<file path="src/rtl/pick_pkg.sv">
// Shared types, screen code and geometry defaults for the colour-picker front end.
package pick_pkg;

  typedef logic [9:0] coord_t;

  typedef enum logic [1:0] {
    IDLE,
    DRAG_LIN,
    DRAG_LR,
    ARM_CLOSE
  } pick_state_t;

  localparam logic [2:0] SCREEN_PICKER = 3'b001;

  localparam int unsigned DEF_CENTER_X = 320;
  localparam int unsigned DEF_CENTER_Y = 240;
  localparam int unsigned DEF_RADIUS   = 100;
  localparam int unsigned DEF_HIT      = 8;
  localparam int unsigned DEF_CLOSE_X  = 500;
  localparam int unsigned DEF_CLOSE_Y  = 100;
  localparam int unsigned DEF_SCREEN_W = 640;
  localparam int unsigned DEF_SCREEN_H = 480;

  // Square box test: both axis distances within half.
  function automatic logic in_box(coord_t ax, coord_t ay, coord_t bx, coord_t by, coord_t half);
    coord_t dx;
    coord_t dy;
    dx = (ax >= bx) ? ax - bx : bx - ax;
    dy = (ay >= by) ? ay - by : by - ay;
    return (dx <= half) && (dy <= half);
  endfunction

endpackage

</file>
<file path="src/rtl/pick_controller_if.sv">
// Mouse packet bus: one-cycle valid strobe carrying signed deltas and the left button level.
interface pick_controller_if;

  logic       mouse_valid;
  logic [8:0] mouse_dx;
  logic [8:0] mouse_dy;
  logic       mouse_btn;

  modport master (
    output mouse_valid,
    output mouse_dx,
    output mouse_dy,
    output mouse_btn
  );

  modport slave (
    input mouse_valid,
    input mouse_dx,
    input mouse_dy,
    input mouse_btn
  );

endinterface

</file>
<file path="src/rtl/pick_clamp.sv">
// Saturating add of a signed 9-bit delta to a 10-bit coordinate, clamped to [LO, HI].
// With a zero delta it is a plain range clamp.
module pick_clamp
  import pick_pkg::*;
#(
  parameter int unsigned LO = 0,
  parameter int unsigned HI = 1023
) (
  input  coord_t            coord,
  input  logic signed [8:0] delta,
  output coord_t            result
);

  // 12-bit signed holds every coord + delta sum without wrap.
  localparam logic signed [11:0] LoS = 12'(LO);
  localparam logic signed [11:0] HiS = 12'(HI);
  localparam coord_t             LoC = coord_t'(LO);
  localparam coord_t             HiC = coord_t'(HI);

  logic signed [11:0] sum;

  assign sum = $signed({2'b00, coord}) + $signed({{3{delta[8]}}, delta});

  // Saturate the sum into the allowed window.
  always_comb begin
    result = sum[9:0];
    if (sum < LoS) begin
      result = LoC;
    end else if (sum > HiS) begin
      result = HiC;
    end
  end

endmodule

</file>
<file path="src/rtl/pick_controller.sv">
// Colour-picker front end: tracks a mouse cursor, runs the handle drag FSM and presents
// handle positions from frame-synchronous shadow registers.
// Optional build macro PICK_SNAP_EN: on drag release the handle snaps to a multiple of 4.
module pick_controller
  import pick_pkg::*;
#(
  parameter int unsigned CENTER_X = DEF_CENTER_X,
  parameter int unsigned CENTER_Y = DEF_CENTER_Y,
  parameter int unsigned RADIUS   = DEF_RADIUS,
  parameter int unsigned HIT      = DEF_HIT,
  parameter int unsigned CLOSE_X  = DEF_CLOSE_X,
  parameter int unsigned CLOSE_Y  = DEF_CLOSE_Y,
  parameter int unsigned SCREEN_W = DEF_SCREEN_W,
  parameter int unsigned SCREEN_H = DEF_SCREEN_H
) (
  input  logic                    CLK,
  input  logic                    Reset,
  input  logic                    frame_tick,
  input  logic [2:0]              currScreen,
  pick_controller_if.slave        mouse,
  output coord_t                  CursorX,
  output coord_t                  CursorY,
  output coord_t                  PickX,
  output coord_t                  PickY,
  output coord_t                  pickLRx,
  output coord_t                  pickLRy,
  output logic                    close,
  output logic                    close_req,
  output logic                    dragging
);

  localparam coord_t CX     = coord_t'(CENTER_X);
  localparam coord_t CY     = coord_t'(CENTER_Y);
  localparam coord_t HALF   = coord_t'(HIT);
  localparam coord_t CLX    = coord_t'(CLOSE_X);
  localparam coord_t CLY    = coord_t'(CLOSE_Y);

  coord_t      cur_x;
  coord_t      cur_y;
  coord_t      new_x;
  coord_t      new_y;
  coord_t      lin_y;
  coord_t      lr_x;
  coord_t      lin_rel;
  coord_t      lr_rel;
  coord_t      shadow_y;
  coord_t      shadow_lrx;
  coord_t      pick_y;
  coord_t      pick_lrx;
  pick_state_t state;
  logic        btn_prev;
  logic        close_q;
  logic        close_req_q;
  logic        live;
  logic        press;
  logic        rel;
  logic        hit_lin;
  logic        hit_lr;
  logic        hit_close;
  logic        hit_close_new;

  assign live  = (currScreen == SCREEN_PICKER);
  assign press = mouse.mouse_valid & mouse.mouse_btn & ~btn_prev;
  assign rel   = mouse.mouse_valid & ~mouse.mouse_btn & btn_prev;

  // Next cursor position, saturated to the screen.
  pick_clamp #(
    .LO(0),
    .HI(SCREEN_W - 1)
  ) u_clamp_x (
    .coord (cur_x),
    .delta (mouse.mouse_dx),
    .result(new_x)
  );

  pick_clamp #(
    .LO(0),
    .HI(SCREEN_H - 1)
  ) u_clamp_y (
    .coord (cur_y),
    .delta (mouse.mouse_dy),
    .result(new_y)
  );

  // Handle positions follow the new cursor, limited to their tracks.
  pick_clamp #(
    .LO(CENTER_Y - RADIUS),
    .HI(CENTER_Y + RADIUS)
  ) u_clamp_lin (
    .coord (new_y),
    .delta (9'sd0),
    .result(lin_y)
  );

  pick_clamp #(
    .LO(CENTER_X - RADIUS),
    .HI(CENTER_X + RADIUS)
  ) u_clamp_lr (
    .coord (new_x),
    .delta (9'sd0),
    .result(lr_x)
  );

`ifdef PICK_SNAP_EN
  coord_t lin_snap_raw;
  coord_t lr_snap_raw;

  // Round half up to a multiple of 4, then keep it on the track.
  assign lin_snap_raw = (lin_y + 10'd2) & ~10'd3;
  assign lr_snap_raw  = (lr_x + 10'd2) & ~10'd3;

  pick_clamp #(
    .LO(CENTER_Y - RADIUS),
    .HI(CENTER_Y + RADIUS)
  ) u_snap_lin (
    .coord (lin_snap_raw),
    .delta (9'sd0),
    .result(lin_rel)
  );

  pick_clamp #(
    .LO(CENTER_X - RADIUS),
    .HI(CENTER_X + RADIUS)
  ) u_snap_lr (
    .coord (lr_snap_raw),
    .delta (9'sd0),
    .result(lr_rel)
  );
`else
  assign lin_rel = lin_y;
  assign lr_rel  = lr_x;
`endif

  // Grab tests look at the cursor as registered before this packet.
  assign hit_lin       = in_box(cur_x, cur_y, CX, shadow_y, HALF);
  assign hit_lr        = in_box(cur_x, cur_y, shadow_lrx, CY, HALF);
  assign hit_close     = in_box(cur_x, cur_y, CLX, CLY, HALF);
  assign hit_close_new = in_box(new_x, new_y, CLX, CLY, HALF);

  // Cursor tracking and registered close hover flag.
  always_ff @(posedge CLK) begin
    if (Reset) begin
      cur_x   <= CX;
      cur_y   <= CY;
      close_q <= 1'b0;
    end else begin
      if (mouse.mouse_valid) begin
        cur_x <= new_x;
        cur_y <= new_y;
      end
      close_q <= hit_close & live;
    end
  end

  // Drag FSM, shadow handles, frame-synchronous output copy and close request pulse.
  always_ff @(posedge CLK) begin
    if (Reset) begin
      state       <= IDLE;
      btn_prev    <= 1'b0;
      shadow_y    <= CY;
      shadow_lrx  <= CX;
      pick_y      <= CY;
      pick_lrx    <= CX;
      close_req_q <= 1'b0;
    end else begin
      close_req_q <= 1'b0;
      if (mouse.mouse_valid) begin
        btn_prev <= mouse.mouse_btn;
      end
      // Copy takes the pre-packet shadow; a coincident packet shows at the next tick.
      if (frame_tick) begin
        pick_y   <= shadow_y;
        pick_lrx <= shadow_lrx;
      end
      if (!live) begin
        state <= IDLE;
      end else begin
        unique case (state)
          IDLE: begin
            if (press) begin
              if (hit_lin) begin
                state <= DRAG_LIN;
              end else if (hit_lr) begin
                state <= DRAG_LR;
              end else if (hit_close) begin
                state <= ARM_CLOSE;
              end
            end
          end
          DRAG_LIN: begin
            if (mouse.mouse_valid) begin
              shadow_y <= rel ? lin_rel : lin_y;
              if (rel) begin
                state <= IDLE;
              end
            end
          end
          DRAG_LR: begin
            if (mouse.mouse_valid) begin
              shadow_lrx <= rel ? lr_rel : lr_x;
              if (rel) begin
                state <= IDLE;
              end
            end
          end
          ARM_CLOSE: begin
            if (rel) begin
              close_req_q <= hit_close_new;
              state       <= IDLE;
            end
          end
          default: state <= IDLE;
        endcase
      end
    end
  end

  assign CursorX   = cur_x;
  assign CursorY   = cur_y;
  assign PickX     = CX;
  assign PickY     = pick_y;
  assign pickLRx   = pick_lrx;
  assign pickLRy   = CY;
  assign close     = close_q;
  assign close_req = close_req_q;
  assign dragging  = (state == DRAG_LIN) || (state == DRAG_LR);

endmodule
</file>
<file path="src/flat_wrapper.sv">
// flat-port wrapper written by rule: the top's interface ports become plain ports
module pick_controller_flat import pick_pkg::*;
#(
  parameter int unsigned CENTER_X = DEF_CENTER_X,
  parameter int unsigned CENTER_Y = DEF_CENTER_Y,
  parameter int unsigned RADIUS   = DEF_RADIUS,
  parameter int unsigned HIT      = DEF_HIT,
  parameter int unsigned CLOSE_X  = DEF_CLOSE_X,
  parameter int unsigned CLOSE_Y  = DEF_CLOSE_Y,
  parameter int unsigned SCREEN_W = DEF_SCREEN_W,
  parameter int unsigned SCREEN_H = DEF_SCREEN_H
)
  (CLK, Reset, frame_tick, currScreen, CursorX, CursorY, PickX, PickY, pickLRx, pickLRy, close, close_req, dragging, mouse_mouse_valid, mouse_mouse_dx, mouse_mouse_dy, mouse_mouse_btn);
  pick_controller_if mouse_i ();
  input  logic CLK;
  input  logic Reset;
  input  logic frame_tick;
  input  logic [2:0] currScreen;
  output coord_t CursorX;
  output coord_t CursorY;
  output coord_t PickX;
  output coord_t PickY;
  output coord_t pickLRx;
  output coord_t pickLRy;
  output logic close;
  output logic close_req;
  output logic dragging;
  input wire logic [$bits(mouse_i.mouse_valid)-1:0] mouse_mouse_valid;
  input wire logic [$bits(mouse_i.mouse_dx)-1:0] mouse_mouse_dx;
  input wire logic [$bits(mouse_i.mouse_dy)-1:0] mouse_mouse_dy;
  input wire logic [$bits(mouse_i.mouse_btn)-1:0] mouse_mouse_btn;
  assign mouse_i.mouse_valid = mouse_mouse_valid;
  assign mouse_i.mouse_dx = mouse_mouse_dx;
  assign mouse_i.mouse_dy = mouse_mouse_dy;
  assign mouse_i.mouse_btn = mouse_mouse_btn;
  pick_controller #(.CENTER_X(CENTER_X), .CENTER_Y(CENTER_Y), .RADIUS(RADIUS), .HIT(HIT), .CLOSE_X(CLOSE_X), .CLOSE_Y(CLOSE_Y), .SCREEN_W(SCREEN_W), .SCREEN_H(SCREEN_H)) u_core (.CLK(CLK), .Reset(Reset), .frame_tick(frame_tick), .currScreen(currScreen), .mouse(mouse_i), .CursorX(CursorX), .CursorY(CursorY), .PickX(PickX), .PickY(PickY), .pickLRx(pickLRx), .pickLRy(pickLRy), .close(close), .close_req(close_req), .dragging(dragging));
endmodule
</file>
<file path="config.mk">
export PLATFORM = sky130hd
export DESIGN_NAME = pick_controller_flat
export DESIGN_NICKNAME = d
export VERILOG_FILES = /design/src/rtl/pick_pkg.sv /design/src/rtl/pick_controller_if.sv /design/src/rtl/pick_clamp.sv /design/src/rtl/pick_controller.sv /design/src/flat_wrapper.sv
export SDC_FILE = /design/constraint.sdc
export NUM_CORES = 1
export LEC_CHECK = 0
export ABC_AREA = 1
export CORE_ASPECT_RATIO = 0.9
export CORE_MARGIN = 3
export CORE_UTILIZATION = 45
export DETAILED_ROUTE_END_ITERATION = 10
export PLACE_DENSITY_LB_ADDON = 0.05
export SYNTH_ARGS = -nofsm -noshare
export SYNTH_HDL_FRONTEND = slang
export SYNTH_SLANG_ARGS = --single-unit
</file>
<file path="constraint.sdc">
create_clock -name CLK -period 3.05 [get_ports CLK]
set_input_delay 0.4575 -clock CLK [delete_from_list [all_inputs] [get_ports CLK]]
set_output_delay 0.4575 -clock CLK [all_outputs]
set_load 0.01 [all_outputs]
</file>
==> parameters.txt <==
Parameter                              Value

Logic synthesis
  Post-synth EDFFs    0
  Fraction of registers with async set or reset after synthesis    0
  Sequential element share of the synthesized area    0.159
  Number of standard cells after synthesis    1,322
  Count of state elements after synthesis    65
  Synthesized area    0.00818 mm^2
  Most instantiated flip-flop cell in the synthesis netlist    dfxtp_1
  Syn. warnings    0
  Post-synthesis cell type count    53
  Avg Synthesized Cell Area    6.19 um^2

Cells and area
  Finished layout cell area    0.0121 mm^2
  Fill count    1,560
  Most frequent cells in the layout    285 x nand2_1, 236 x buf_4, 171 x inv_1, 92 x a21oi_1, 77 x o21ai_0
  Post-layout net count    1,721
  Leading cell type in the layout, fill and taps excluded    nand2_1
  Post-layout util    0.680
  Proportion of layout cells with a drive suffix above 1    0.324
  Antenna diode count    0
  Relative area change from synthesis to final layout    47.3%

Clock network
  Num Clock Sinks    65
  Level count of the clock H-tree    3
  Hold-fix buffers at CTS    0
  Clock root buffer master    clkbuf_16
  Worst-skew pair later-pin latency    350 ps
  Maximum clock insertion buffer count    2
  Post-CTS clock slew at the launch and capture registers of the worst setup and hold paths    60 ps
  Total CTS buffers    9
  CTS tree    done

Power
  Sequential group share of total power    0.180
  Clock network fraction of design power    0.209
  Net Sw Frac    0.426
  Internal Pwr Total    2.98 mW
  Combinational cell fraction of total power    0.612
  LEAKAGE    5.93 nW
  Maximum resistive drop on vdd    239 uV
  Power density relative to cell area    432 mW/mm^2
  Net Sw Power    2.22 mW

Global routing
  Via count of the first global-routing pass    8,545
  Global-route total usage across every layer    0.264
  Wire length of the first global-routing pass    42,700 um
  Remaining Overflow, GRT    0
  Number of antenna violations at the first check in global routing    0
  Maximum number of pins on one net before global-route repair    30

Timing
  Final slew viol count    0
  Minimum setup slack in the final design    -18.0 ps
  Setup repair after global routing missed its margin    true
  # setup viols final    1
  Slew @ Worst Pin    718 ps
  Endpoints failing hold    0
  Worst hold slack after final layout    473 ps
  Fin Setup TNS    -18.0 ps
  Period Utilization, post-route    1.01
  Min cycle time layout    3070 ps
  Slew margin rel.    0.518
  Maximum clock frequency    326 MHz
  Clk_skew    8.59 ps

Run
  Max-capacitance violation count    0

Worst hold path
  Startpoint of the worst hold path    u_core.PickY[5]$_SDFFE_PP1P_
  Worst hold path class    register to register
  Hold path endpoint    u_core.PickY[5]$_SDFFE_PP1P_
  Instance count along the most critical hold path    2

Worst setup path
  Buffering stage count on the worst path with inverters included    4
  Cell-by-cell listing of the critical path    dlygate4sd2_1 > buf_4 > ha_1 > o21bai_1 > a21oi_1 > nand2_2 > nand2_2 > nand2_2 > nor2_4 > nand2_4 > o21ai_4 > ha_4 > inv_2 > o21ai_2 > nor2_2 > nor2_2 > nand2_4 > buf_4 > nand2_1 > nand3_2 > nor2_2 > nand3_1 > nor2_1
  Kind of critical path    primary input to register
  Crit path largest cell delay    290 ps
  Slack of the worst reg-to-reg path    50 ps
  Crit. End Element    register
  Worst r2r src    u_core.CursorY[1]$_SDFFE_PP0P_
  Critical path fanouts, max    6
  Master of the slowest instance on the critical path    dlygate4sd2_1
  CP arrival    3350 ps
  Number of cell instances on the worst register-to-register path    24
  Worst path required time    3340 ps
  End of the worst register-to-register path    u_core.close_req$_SDFF_PP0_
  Element type at the critical path start    primary input
  CP top delay family    simple AND/OR/NAND/NOR gates

Place
  Port Buffer Count    68
  DP Worst Slack    -619 ps
  Detailed placement HPWL    21,400 um
  Instance area at placement    0.0106 mm^2
  RePlAce Congestion    0.986

Detailed routing
  WL met2    12,300 um
  Remaining antenna violation count after routing    0
  Number of violations reported at the end of detailed-routing iteration 0    696
  First drt pass iteration count    5
  Residual DRC    0
  DRT Wirelength    27,700 um
  Via Count    9,534
  DRT met1 WL    13,500 um
  Routed wl met3    1550 um
  Vias per cell    5.13
  DR top layer    met4
  Wirelength per Cell    14.9 um

Outcome
  Run status    finished with violations
  Violations in the final reports    setup timing

Die
  Floorplan die width    148 um
  Y dimension of the die    134 um
  CORE AREA    0.0177 mm^2
  Num ports    89
  Num rows    46
  Initial core utilization    0.462
  Area enclosed by the die boundary    0.0198 mm^2
cell usage after synthesis, drive strengths merged, types with 5 or more instances:
cell type / n / area [um^2]
nor3: 18 / 95.1
nand3: 86 / 485
o21bai: 10 / 78.8
xor2: 44 / 385
buf: 26 / 179
clkbuf: 25 / 93.8
nand4: 16 / 121
a21oi: 110 / 573
or2: 5 / 31.3
inv: 200 / 751
nor2: 106 / 475
o211ai: 19 / 143
nand2: 351 / 1430
xnor2: 10 / 87.6
o21ai: 106 / 587
ha: 79 / 988
dfxtp: 65 / 1300
worst reg2reg max path, stage by stage, from the launching register on:
cell,delay (ps)
dfxtp_1,330
buf_4,160
ha_4,280
nand3_2,80
nand3_4,100
nand3_2,110
nand3_2,80
nand2_2,60
nand2_2,90
nand2_2,70
nor2_4,140
nand2_4,70
o21ai_4,210
ha_4,180
inv_2,40
o21ai_2,120
nor2_2,70
nor2_2,150
nand2_4,90
buf_4,140
nand2_1,70
nand3_2,80
nor2_2,90
nand3_1,60
nor2_1,80
sequential cells by signal, indices dropped and copies added, names as in the netlist:
| register | cells |
|---|---|
| u_core.shadow_lrx | 10 |
| u_core.close | 1 |
| u_core.CursorY | 10 |
| u_core.CursorX | 10 |
| u_core.state | 2 |
| u_core.btn_prev | 1 |
| u_core.shadow_y | 10 |
| u_core.pickLRx | 10 |
| u_core.close_req | 1 |
| u_core.PickY | 10 |
logic make-up (layout without fill, tap and decap cells):
group / count (synthesis) / count (layout) / synth area share
compound gates: 277 / 277 / 0.201
xor+xnor: 54 / 54 / 0.0578
fa+ha+maj: 81 / 81 / 0.126
buf+inv: 253 / 532 / 0.126
flops: 65 / 65 / 0.159
mux: 1 / 1 / 0.00122
other cells: 2 / 20 / 0.000918
simple gates: 589 / 589 / 0.328
layer usage:
metal	up-vias	track usage
met3	32	0.0405
li1	4871	-
met2	272	0.399
met4	0	0.0688
met1	4359	0.390
met5	-	0
worst max-delay path by stage:
stage	from	end	slack [ps]	cells after the start
CTS	mouse_mouse_dx[1]	u_core.close_req$_SDFF_PP0_	3	23
floorplan	mouse_mouse_dy[0]	u_core.close_req$_SDFF_PP0_	10	27
finish	mouse_mouse_dy[8]	u_core.close_req$_SDFF_PP0_	-20	23
global placement	mouse_mouse_dy[0]	u_core.close_req$_SDFF_PP0_	-550	28
global route	mouse_mouse_dy[8]	u_core.close_req$_SDFF_PP0_	-240	23
detailed placement	mouse_mouse_dx[0]	u_core.close_req$_SDFF_PP0_	-620	28
power groups by stage:
stage	combinational, mW	clock, mW	sequential (mW)
2_1_floorplan	1.62	0	0.964
3_3_place_gp	2.67	0	0.940
3_5_place_dp	2.69	0	0.941
4_1_cts	2.86	1.10	0.930
5_1_grt	3.50	1.14	0.940
6_report	3.18	1.09	0.935
area by class of cell:
| class | instances | area (um^2) | share of cell area |
|---|---|---|---|
| inverters | 202 | 761 | 0.0631 |
| well taps | 240 | 300 | 0.0249 |
| repair buffers | 314 | 2590 | 0.215 |
| clock buffers | 10 | 239 | 0.0198 |
| clock inverters | 6 | 67.6 | 0.00561 |
| multi-input cells | 1022 | 6750 | 0.560 |
| flip-flops and latches | 65 | 1340 | 0.111 |
metrics by stage:
| stage | power (mW) | std cells |
|---|---|---|
| finish | 5.20 | 1859 |
| global route | 5.58 | 1859 |
| CTS | 4.89 | 1842 |
| detailed placement | 3.63 | 1804 |
| global placement | 3.61 | 1804 |
| floorplan | 2.59 | 1340 |
repair_timing:
item	4_1_cts	5_1_grt
setup buffers	22	17
endpoints found under the hold margin	0	0
pin swaps	52	67
gates resized for setup	69	164
endpoints found under the setup margin	16	19
cloned	0	0
Note: power is estimated with default switching activity, not from simulation.
